<file path="src/rtl/beep_decoder_if.sv">
// Observation bus between the countdown beeper and its decoder.
// The beeper side drives en/b; the decoder side drives readback and status.
interface beep_decoder_if;
  logic       en;
  logic       b;
  logic [7:0] v_out;
  logic       valid;
  logic       err;
  logic [1:0] err_code;
  logic       busy;

  modport master (
    output en, b,
    input  v_out, valid, err, err_code, busy
  );

  modport slave (
    input  en, b,
    output v_out, valid, err, err_code, busy
  );
endinterface

</file>
<file path="src/rtl/beep_decoder.sv">
// Recovers a beeper's loaded count from the en-to-beep delay; registered outputs, one pulse per en period.
// Optional beep-length check under `BEEP_DECODER_LEN_CHECK_EN (undefined: every beep exit passes).
module beep_decoder #(
  parameter int OFFSET   = 1,
  parameter int BEEP_LEN = 3
) (
  input  logic            clk,
  input  logic            rst_n,
  beep_decoder_if.slave   bus
);

  localparam int CNT_MAX = 255 + OFFSET;

  typedef enum logic [1:0] {IDLE, MEAS, BEEP, HOLD} state_t;

  state_t     state;
  logic [8:0] cnt;
  logic [7:0] v_out_q;
  logic       valid_q;
  logic       err_q;
  logic [1:0] err_code_q;
  logic       busy_q;

  logic [9:0] cnt_inc;
  logic       timeout;
  logic [9:0] cnt_diff;
  logic [7:0] result;
  logic       len_ok;

  assign cnt_inc = {1'b0, cnt} + 10'd1;
  assign timeout = (cnt_inc > 10'(CNT_MAX));

  // Measured delay minus the fixed pipeline offset, clamped into 0..255.
  always_comb begin
    cnt_diff = 10'd0;
    result   = 8'd0;
    if ({1'b0, cnt} >= 10'(OFFSET)) begin
      cnt_diff = {1'b0, cnt} - 10'(OFFSET);
      result   = (cnt_diff > 10'd255) ? 8'd255 : cnt_diff[7:0];
    end
  end

`ifdef BEEP_DECODER_LEN_CHECK_EN
  logic [2:0] blen;
  assign len_ok = (blen == 3'(BEEP_LEN));

  always_ff @(posedge clk or negedge rst_n) begin
    if (!rst_n) begin
      blen <= 3'd0;
    end else if (state == MEAS && bus.en && bus.b) begin
      blen <= 3'd1;
    end else if (state == BEEP && bus.en && bus.b && blen != 3'd7) begin
      blen <= blen + 3'd1;
    end
  end
`else
  assign len_ok = 1'b1;
`endif

  always_ff @(posedge clk or negedge rst_n) begin
    if (!rst_n) begin
      state      <= IDLE;
      cnt        <= 9'd0;
      v_out_q    <= 8'd0;
      valid_q    <= 1'b0;
      err_q      <= 1'b0;
      err_code_q <= 2'b00;
      busy_q     <= 1'b0;
    end else begin
      valid_q <= 1'b0;
      err_q   <= 1'b0;
      case (state)
        IDLE: begin
          if (bus.en) begin
            if (bus.b) begin
              err_q      <= 1'b1;
              err_code_q <= 2'b11;
              state      <= HOLD;
              busy_q     <= 1'b0;
            end else begin
              state  <= MEAS;
              cnt    <= 9'd1;
              busy_q <= 1'b1;
            end
          end
        end
        MEAS: begin
          // Abort takes priority over a beep starting on the same edge.
          if (!bus.en) begin
            state  <= IDLE;
            busy_q <= 1'b0;
          end else if (bus.b) begin
            state  <= BEEP;
          end else if (timeout) begin
            err_q      <= 1'b1;
            err_code_q <= 2'b01;
            state      <= HOLD;
            busy_q     <= 1'b0;
          end else begin
            cnt <= cnt_inc[8:0];
          end
        end
        BEEP: begin
          if (!(bus.en && bus.b)) begin
            if (len_ok) begin
              valid_q <= 1'b1;
              v_out_q <= result;
            end else begin
              err_q      <= 1'b1;
              err_code_q <= 2'b10;
            end
            state  <= bus.en ? HOLD : IDLE;
            busy_q <= 1'b0;
          end
        end
        HOLD: begin
          if (!bus.en) state <= IDLE;
        end
        default: begin
          state  <= IDLE;
          busy_q <= 1'b0;
        end
      endcase
    end
  end

  assign bus.v_out    = v_out_q;
  assign bus.valid    = valid_q;
  assign bus.err      = err_q;
  assign bus.err_code = err_code_q;
  assign bus.busy     = busy_q;

endmodule

</file>
<file path="src/flat_wrapper.sv">
// flat-port wrapper written by rule: the top's interface ports become plain ports
module beep_decoder_flat 
#(
  parameter int OFFSET   = 1,
  parameter int BEEP_LEN = 3
)
  (clk, rst_n, bus_en, bus_b, bus_v_out, bus_valid, bus_err, bus_err_code, bus_busy);
  beep_decoder_if bus_i ();
  input  logic clk;
  input  logic rst_n;
  input wire logic [$bits(bus_i.en)-1:0] bus_en;
  input wire logic [$bits(bus_i.b)-1:0] bus_b;
  output wire logic [$bits(bus_i.v_out)-1:0] bus_v_out;
  output wire logic [$bits(bus_i.valid)-1:0] bus_valid;
  output wire logic [$bits(bus_i.err)-1:0] bus_err;
  output wire logic [$bits(bus_i.err_code)-1:0] bus_err_code;
  output wire logic [$bits(bus_i.busy)-1:0] bus_busy;
  assign bus_i.en = bus_en;
  assign bus_i.b = bus_b;
  assign bus_v_out = bus_i.v_out;
  assign bus_valid = bus_i.valid;
  assign bus_err = bus_i.err;
  assign bus_err_code = bus_i.err_code;
  assign bus_busy = bus_i.busy;
  beep_decoder #(.OFFSET(OFFSET), .BEEP_LEN(BEEP_LEN)) u_core (.clk(clk), .rst_n(rst_n), .bus(bus_i));
endmodule
</file>
<file path="config.mk">
export PLATFORM = sky130hd
export DESIGN_NAME = beep_decoder_flat
export DESIGN_NICKNAME = d
export VERILOG_FILES = /design/src/rtl/beep_decoder_if.sv /design/src/rtl/beep_decoder.sv /design/src/flat_wrapper.sv
export SDC_FILE = /design/constraint.sdc
export NUM_CORES = 1
export LEC_CHECK = 0
export CORE_MARGIN = 5
export CORE_UTILIZATION = 55
export CTS_CLUSTER_DIAMETER = 40
export DETAILED_ROUTE_END_ITERATION = 10
export PLACE_DENSITY = 0.78
export SLEW_MARGIN = 30
export SYNTH_ARGS = -nofsm -noshare
export SYNTH_HDL_FRONTEND = slang
export SYNTH_SLANG_ARGS = --single-unit
</file>
<file path="constraint.sdc">
create_clock -name clk -period 2.3 [get_ports clk]
set_input_delay 0.69 -clock clk [delete_from_list [all_inputs] [get_ports clk]]
set_output_delay 0.69 -clock clk [all_outputs]
set_load 0.02 [all_outputs]
</file>
==> impl_results.md, run 1 <==
- Status: finished, final reports clean
- Class of the worst hold path: register to register
- Netlist cell types: 52
- DR iter-0 viols: 72
- CP Capture Point: u_core.bus.busy
- Die area: between 0.004 and 0.005 sq mm
- Critical Path Slowest Stage Cell: dfrtp_2
- Worst r2r src: u_core.cnt[0]
- Fmax achieved: around 0.46 GHz
- Leading area contributor after synthesis: dfrtp_1
- Primary FF master, synth: dfrtp_1
- DR pass1 iterations: 4
- WP depth: 7
- Placed wire-length estimate: 2.66 mm
- Largest net degree at the start of global routing: 25
- Initial Utilization: 0.576
- DR WL/cell: 14.9 um
- P per Cell Area: 1100 mW/mm^2
- Fin nets: 210
- Crit path max fanout: 6
- Final hold violations: 0
- Clk root buf: clkbuf_4
- Area grow syn2layout: 19.0%
- Worst-path clk slew: 130 ps
- Req. time, crit path: about 2500 ps
- Cells after synthesis: about 170
- Worst setup startpoint: u_core.cnt[0]
- Fin util: 0.686
- Std-Cell Rows: 19
- Total number of vias: 1,328
- Pint: 1.21 mW
- Max-cap violations: 0
- Total track usage: 0.182
- CTS tree: done
- Top delay family on crit path: compound AO/OA/AOI/OAI gates
- Diodes inserted: 0
- Setup TNS: 0 ps
- Comb power frac: 0.573
- Post-synthesis cell area: 0.00159 sq mm
- Yosys top cell area share: 0.378
- Period utilization: 0.945
- Seq/Total Area, Yosys: 0.378
- Antenna Nets Post-Route: 0
- # IOs: 17
- Chip height: 63.8 um
- Crit path capture type: register
- Yosys reg bits: 24
- Port buffer count: 16
- Reg-to-reg slack, setup: between 100 and 150 ps
- R2R Path End: u_core.bus.busy
- CTS Buf Count: 3
- Sequential share of power: 0.320
- CTS hold repair buffers: 0
- Synth area leaders: dfrtp_1, ha_1, nand2_1, a22oi_1, a21oi_1
- Syn_nets: between 150 and 200
- Worst slew margin: 0.742
- Htree depth: 1
- CTS max path bufs: 2
- Clock skew: ~0.6 ps
- FF/Latch Area: 603 sq um
- Clock insertion delay at the later pin of the skew report: 310 ps
- # clock sinks: 24
- Clock power frac: 0.107
- Slew @ Worst Pin: 387 ps
- Worst path cell trace: ha_1 -> nand3_2 -> nor4_2 -> o22ai_2 -> o31a_2 -> a311oi_2 -> mux2_1
- Sw Share: 0.421
- Switching power: around 0.88 mW
- Number of synthesis warnings: 0
- Critical path type: register to register
- Via/cell ratio: approximately 5.8
- Remaining DRCs: 0
- Leakage power: around 0.87 nW
- Final WL: roughly 3.4 mm
- Grt ovf: 0
- Share of layout cells above drive strength 1: 0.213
- Area of the multi-input gates: between 800 and 900 sq um
- Fillers: 216
- VDD IR max: roughly 0.78 mV
- Final Max Tran Viols: 0
- Core area: ~0.0028 sq mm
- RSZ-0062 raised after global routing: false
- Minimum clock period: 2170 ps
- First-pass GRT wire length: 6.13 mm
- Number of global-route vias before repair: 1,372
- Initial antenna violation count: 0
- CP max stage delay: 440 ps
- Die X: 63.8 um
- CP bufs+invs: 0
- GP Congestion: 0.770
- CP Data Arrival Time: 2380 ps
- Post-Syn Area per Cell: roughly 9.4 sq um
- Final setup viols: 0
- Post-synth EDFFs: 0
- FF-to-FF path depth: 7
- Setup crit start kind: register
- Asr flop ratio synth: 1.00
==> registers in the layout (all words and copies together) (netlist names) <==
register and flops:
u_core.cnt 9, u_core.bus.v_out 8, u_core.bus.err_code 2, u_core.state 2
u_core.bus.busy 1, u_core.bus.err 1, u_core.bus.valid 1
==> per-layer routing <==
metal	GRT usage	share of wire	vias to the layer above
met3	0.0350	0.050	2
met4	0.0571	0.0059	0
met1	0.228	0.43	643
met5	0	0	-
li1	-	-	654
met2	0.316	0.51	29
==> cell usage after synthesis (2+ instances only) <==
cell type and count:
nand3_1 3, nand2_1 25, a22oi_1 7, or3_1 2, nor3_1 6, xor2_1 4
o21ai_0 4, ha_1 8, o2bb2ai_1 2, nor2_1 12, a211oi_1 2, buf_4 4
mux2i_1 5, inv_1 12, dfrtp_1 24, and3_4 2, a21oi_1 10, buf_6 2
buf_2 2
==> power groups by stage <==
stage | clock network, mW | registers (mW) | logic (mW)
final | 0.222 | 0.668 | 1.20
after detailed placement | 0 | 0.674 | 1.17
after global routing | 0.257 | 0.692 | 1.33
after CTS | 0.230 | 0.664 | 1.17
after global placement | 0 | 0.661 | 1.12
after floorplan | 0 | 0.762 | 0.679
==> area by class of cell <==
cell class / instances / area share
inverters: 12 / 0.0238
well taps: 31 / 0.0205
flip-flops and latches: 24 / 0.319
repair buffers: 33 / 0.152
multi-input cells: 124 / 0.465
clock buffers: 4 / 0.0192
==> worst min path at each step <==
stage | from | to | slack (ps) | depth (start not counted)
after floorplan | rst_n | u_core.bus.busy | 390 | 0
after global placement | u_core.bus.v_out[5] | u_core.bus.v_out[5] | 450 | 2
after detailed placement | u_core.bus.v_out[5] | u_core.bus.v_out[5] | 470 | 2
after CTS | u_core.bus.v_out[5] | u_core.bus.v_out[5] | 500 | 2
after global routing | u_core.bus.busy | u_core.bus.busy | 540 | 1
final | u_core.bus.v_out[5] | u_core.bus.v_out[5] | 500 | 2
==> cell usage in the layout, fill, tap and decap left out, types with 6 or more instances in the layout <==
cell type and instances:
a21oi_1 10, a22oi_1 7, buf_4 17, clkdlybuf4s50_1 16
dfrtp_1 22, ha_1 7, inv_1 10, nand2_1 25
nor2_1 12, nor3_1 6
==> per-stage QoR <==
step / instance area (sq um) / total power, mW / cells / setup WS (ps) / hold WS, ps
after global placement: 1830 / 1.78 / 222 / 51.1 / 455
after CTS: 1870 / 2.07 / 226 / 55.4 / 503
final: 1890 / 2.09 / 228 / 126 / 497
after detailed placement: 1830 / 1.84 / 222 / -34.0 / 473
after global routing: 1890 / 2.28 / 228 / 6.39 / 535
after floorplan: 1590 / 1.44 / 169 / 234 / 394
==> worst min-delay path, cell delays in order (launching register included) <==
cell	delay (ps)
dfrtp_1	370
nand2_1	50
nand2_1	50
==> kinds of logic after synthesis <==
kind of cell / after synthesis / synth area share
flops: 24 / 0.378
buf+inv: 21 / 0.0701
compound gates: 43 / 0.213
fa+ha+maj: 8 / 0.0630
xor+xnor: 5 / 0.0276
simple gates: 62 / 0.210
mux: 6 / 0.0386
==> repair_timing <==
| item | CTS | global route |
|---|---|---|
| setup endpoints to repair | 1 | 9 |
| pin swaps | 0 | 1 |
| setup buffers | 0 | 2 |
| gates resized for setup | 1 | 5 |
| gates cloned | 0 | 0 |
Power figures use the tool's default switching activity.
==> inputs of run 2 (changes only) <==
Settings changed: CORE_ASPECT_RATIO from default to 1.25, PLACE_DENSITY 0.78 to 0.86.
==> impl_results.md, run 2 (same netlist as run 1, synthesis figures left out) <==
- Number of global-route vias before repair: 1,314 (was 1,372)
- Worst-path clk slew: 130 ps (about the same)
- Chip height: 70.1 um (was 63.8 um)
- Die area: 0.00407 sq mm (was 0.00406 sq mm)
- Largest net degree at the start of global routing: 25 (unchanged)
- Final WL: 3.33 mm (was 3.40 mm)
- DR WL/cell: 14.7 um (was 14.9 um)
- Final setup viols: 0 (unchanged)
- Minimum clock period: 2180 ps (was 2170 ps)
- Placed wire-length estimate: 2.55 mm (was 2.66 mm)
- Htree depth: 1 (unchanged)
- Final WS setup: 116 ps (was 126 ps)
- Critical Path Slowest Stage Cell: dfrtp_2 (unchanged)
- Antenna Nets Post-Route: 0 (unchanged)
- P per Cell Area: 1080 mW/mm^2 (was 1100 mW/mm^2)
- Clock skew: 7.42 ps (was 0.597 ps)
- RSZ-0062 raised after global routing: false (unchanged)
- Period utilization: 0.950 (was 0.945)
- Max-cap violations: 0 (unchanged)
- DR iter-0 viols: 68 (was 72)
- CP max stage delay: 450 ps (was 440 ps)
- Core area: 0.00273 sq mm (was 0.00276 sq mm)
- CP Data Arrival Time: 2400 ps (was 2380 ps)
- Post-CTS resize count: 0 (was 1)
- Setup crit start kind: register (unchanged)
- Commonest non-fill, non-tap cells in the layout: nand2_1, dfrtp_1, clkdlybuf4s50_1 (was nand2_1, dfrtp_1, buf_4)
- Initial Utilization: 0.582 (was 0.576)
- Final Max Tran Viols: 0 (unchanged)
- Top delay family on crit path: compound AO/OA/AOI/OAI gates (unchanged)
- Die X: 58.1 um (was 63.8 um)
- Diodes inserted: 0 (unchanged)
- Area of the multi-input gates: 885 sq um (was 880 sq um)
- Fmax achieved: 0.458 GHz (was 0.460 GHz)
- Leakage power: 0.844 nW (was 0.866 nW)
- Tot Pwr: 2.00 mW (was 2.09 mW)
- Std-Cell Rows: 21 (was 19)
- Commonest non-fill, non-tap cell in the layout: nand2_1 (unchanged)
- # clock sinks: 24 (unchanged)
- VDD IR max: 0.652 mV (was 0.777 mV)
- # IOs: 17 (unchanged)
- Dpl cells: 223 (was 222)
- Setup Buffers After CTS: 0 (unchanged)
- CTS tree: done (unchanged)
- Slew @ Worst Pin: 381 ps (was 387 ps)
- Status: finished, final reports clean (unchanged)
- Share of layout cells above drive strength 1: 0.182 (was 0.213)
- Req. time, crit path: 2510 ps (about the same)
- Clk root buf: clkbuf_4 (unchanged)
- Crit path capture type: register (unchanged)
- CP bufs+invs: 0 (unchanged)
- Largest register FFs: 9 (unchanged)
- Port buffer count: 16 (unchanged)
- FF/Latch Area: 602 sq um (was 603 sq um)
- Final hold violations: 0 (unchanged)
- Critical path type: register to register (unchanged)
- Total number of vias: 1,351 (was 1,328)
- GP Congestion: 1.01 (was 0.770)
- Worst r2r src: u_core.cnt[1] (was u_core.cnt[0])
- Hold slack: 496 ps (was 497 ps)
- Fin nets: 206 (was 210)
- CTS max path bufs: 2 (unchanged)
- Remaining DRCs: 0 (unchanged)
- Reg-to-reg slack, setup: 120 ps (was 130 ps)
- Class of the worst hold path: register to register (unchanged)
- Via/cell ratio: 5.98 (was 5.82)
- First-pass GRT wire length: 5.66 mm (was 6.13 mm)
- CTS hold repair buffers: 0 (unchanged)
- Clock insertion delay at the later pin of the skew report: 310 ps (about the same)
- Post-Layout Cell Count: 226 (was 228)
- Min-Delay Startpoint: u_core.bus.v_out[5] (unchanged)
- Initial antenna violation count: 0 (unchanged)
- Pre-CTS setup slack: -18.0 ps (was -34.0 ps)
- Fillers: 212 (was 216)
- Total track usage: 0.172 (was 0.182)
- Setup TNS: 0 ps (unchanged)
- Worst setup startpoint: u_core.cnt[1] (was u_core.cnt[0])
- Reg with most FFs: u_core.cnt (unchanged)
- Grt ovf: 0 (unchanged)
- Crit path max fanout: 7 (was 6)
- Worst path cell trace: ha_1 -> nand3_2 -> nor4_2 -> o22ai_2 -> o31a_2 -> a311oi_2 -> mux2_1 (unchanged)
- Area grow syn2layout: 16.7% (was 19.0%)
- CTS Buf Count: 3 (unchanged)
- DR pass1 iterations: 5 (was 4)
- Worst slew margin: 0.746 (was 0.742)
==> run 2: layout make-up <==
cell class / instances / area share
clock buffer: 3 / 0.0121
inverter: 12 / 0.0243
tap: 34 / 0.0229
timing repair buffer: 29 / 0.139
sequential: 24 / 0.325
multi-input combinational: 124 / 0.477
==> run 2: path summary, 6_finish.rpt <==
| kind | to | cells past startpoint |
|---|---|---|
| max | u_core.bus.busy | 7 |
| min | u_core.bus.v_out[5] | 2 |
| max reg2reg | u_core.bus.busy | 7 |
| min reg2reg | u_core.bus.v_out[5] | 2 |
| max in group asynchronous | u_core.cnt[1] | 2 |
| min in group asynchronous | u_core.bus.v_out[3] | 2 |
==> run 2: report_power, final <==
group          total, mW  switching [mW]  internal, mW
Sequential         0.673           0.117         0.556
Combinational       1.14           0.615         0.528
Clock              0.183           0.122        0.0613
==> run 2: tightest hold or removal path, stage by stage (launching register included) <==
cell	delay, ps
dfrtp_1	370
nand2_1	50
nand2_1	50
==> run 2: stage by stage <==
stage                     instance area (sq um)   util
after floorplan                            1590      -
after global placement                     1820  0.667
after detailed placement                   1820  0.667
after CTS                                  1850  0.675
after global routing                       1850  0.679
final                                      1850  0.679
==> run 2: per-layer routing <==
metal / vias up / routed length, um / track usage
met5: - / 0 / 0
met4: 0 / 31 / 0.0541
met3: 5 / 188 / 0.0295
met2: 53 / 1760 / 0.310
met1: 643 / 1350 / 0.200
li1: 650 / - / -
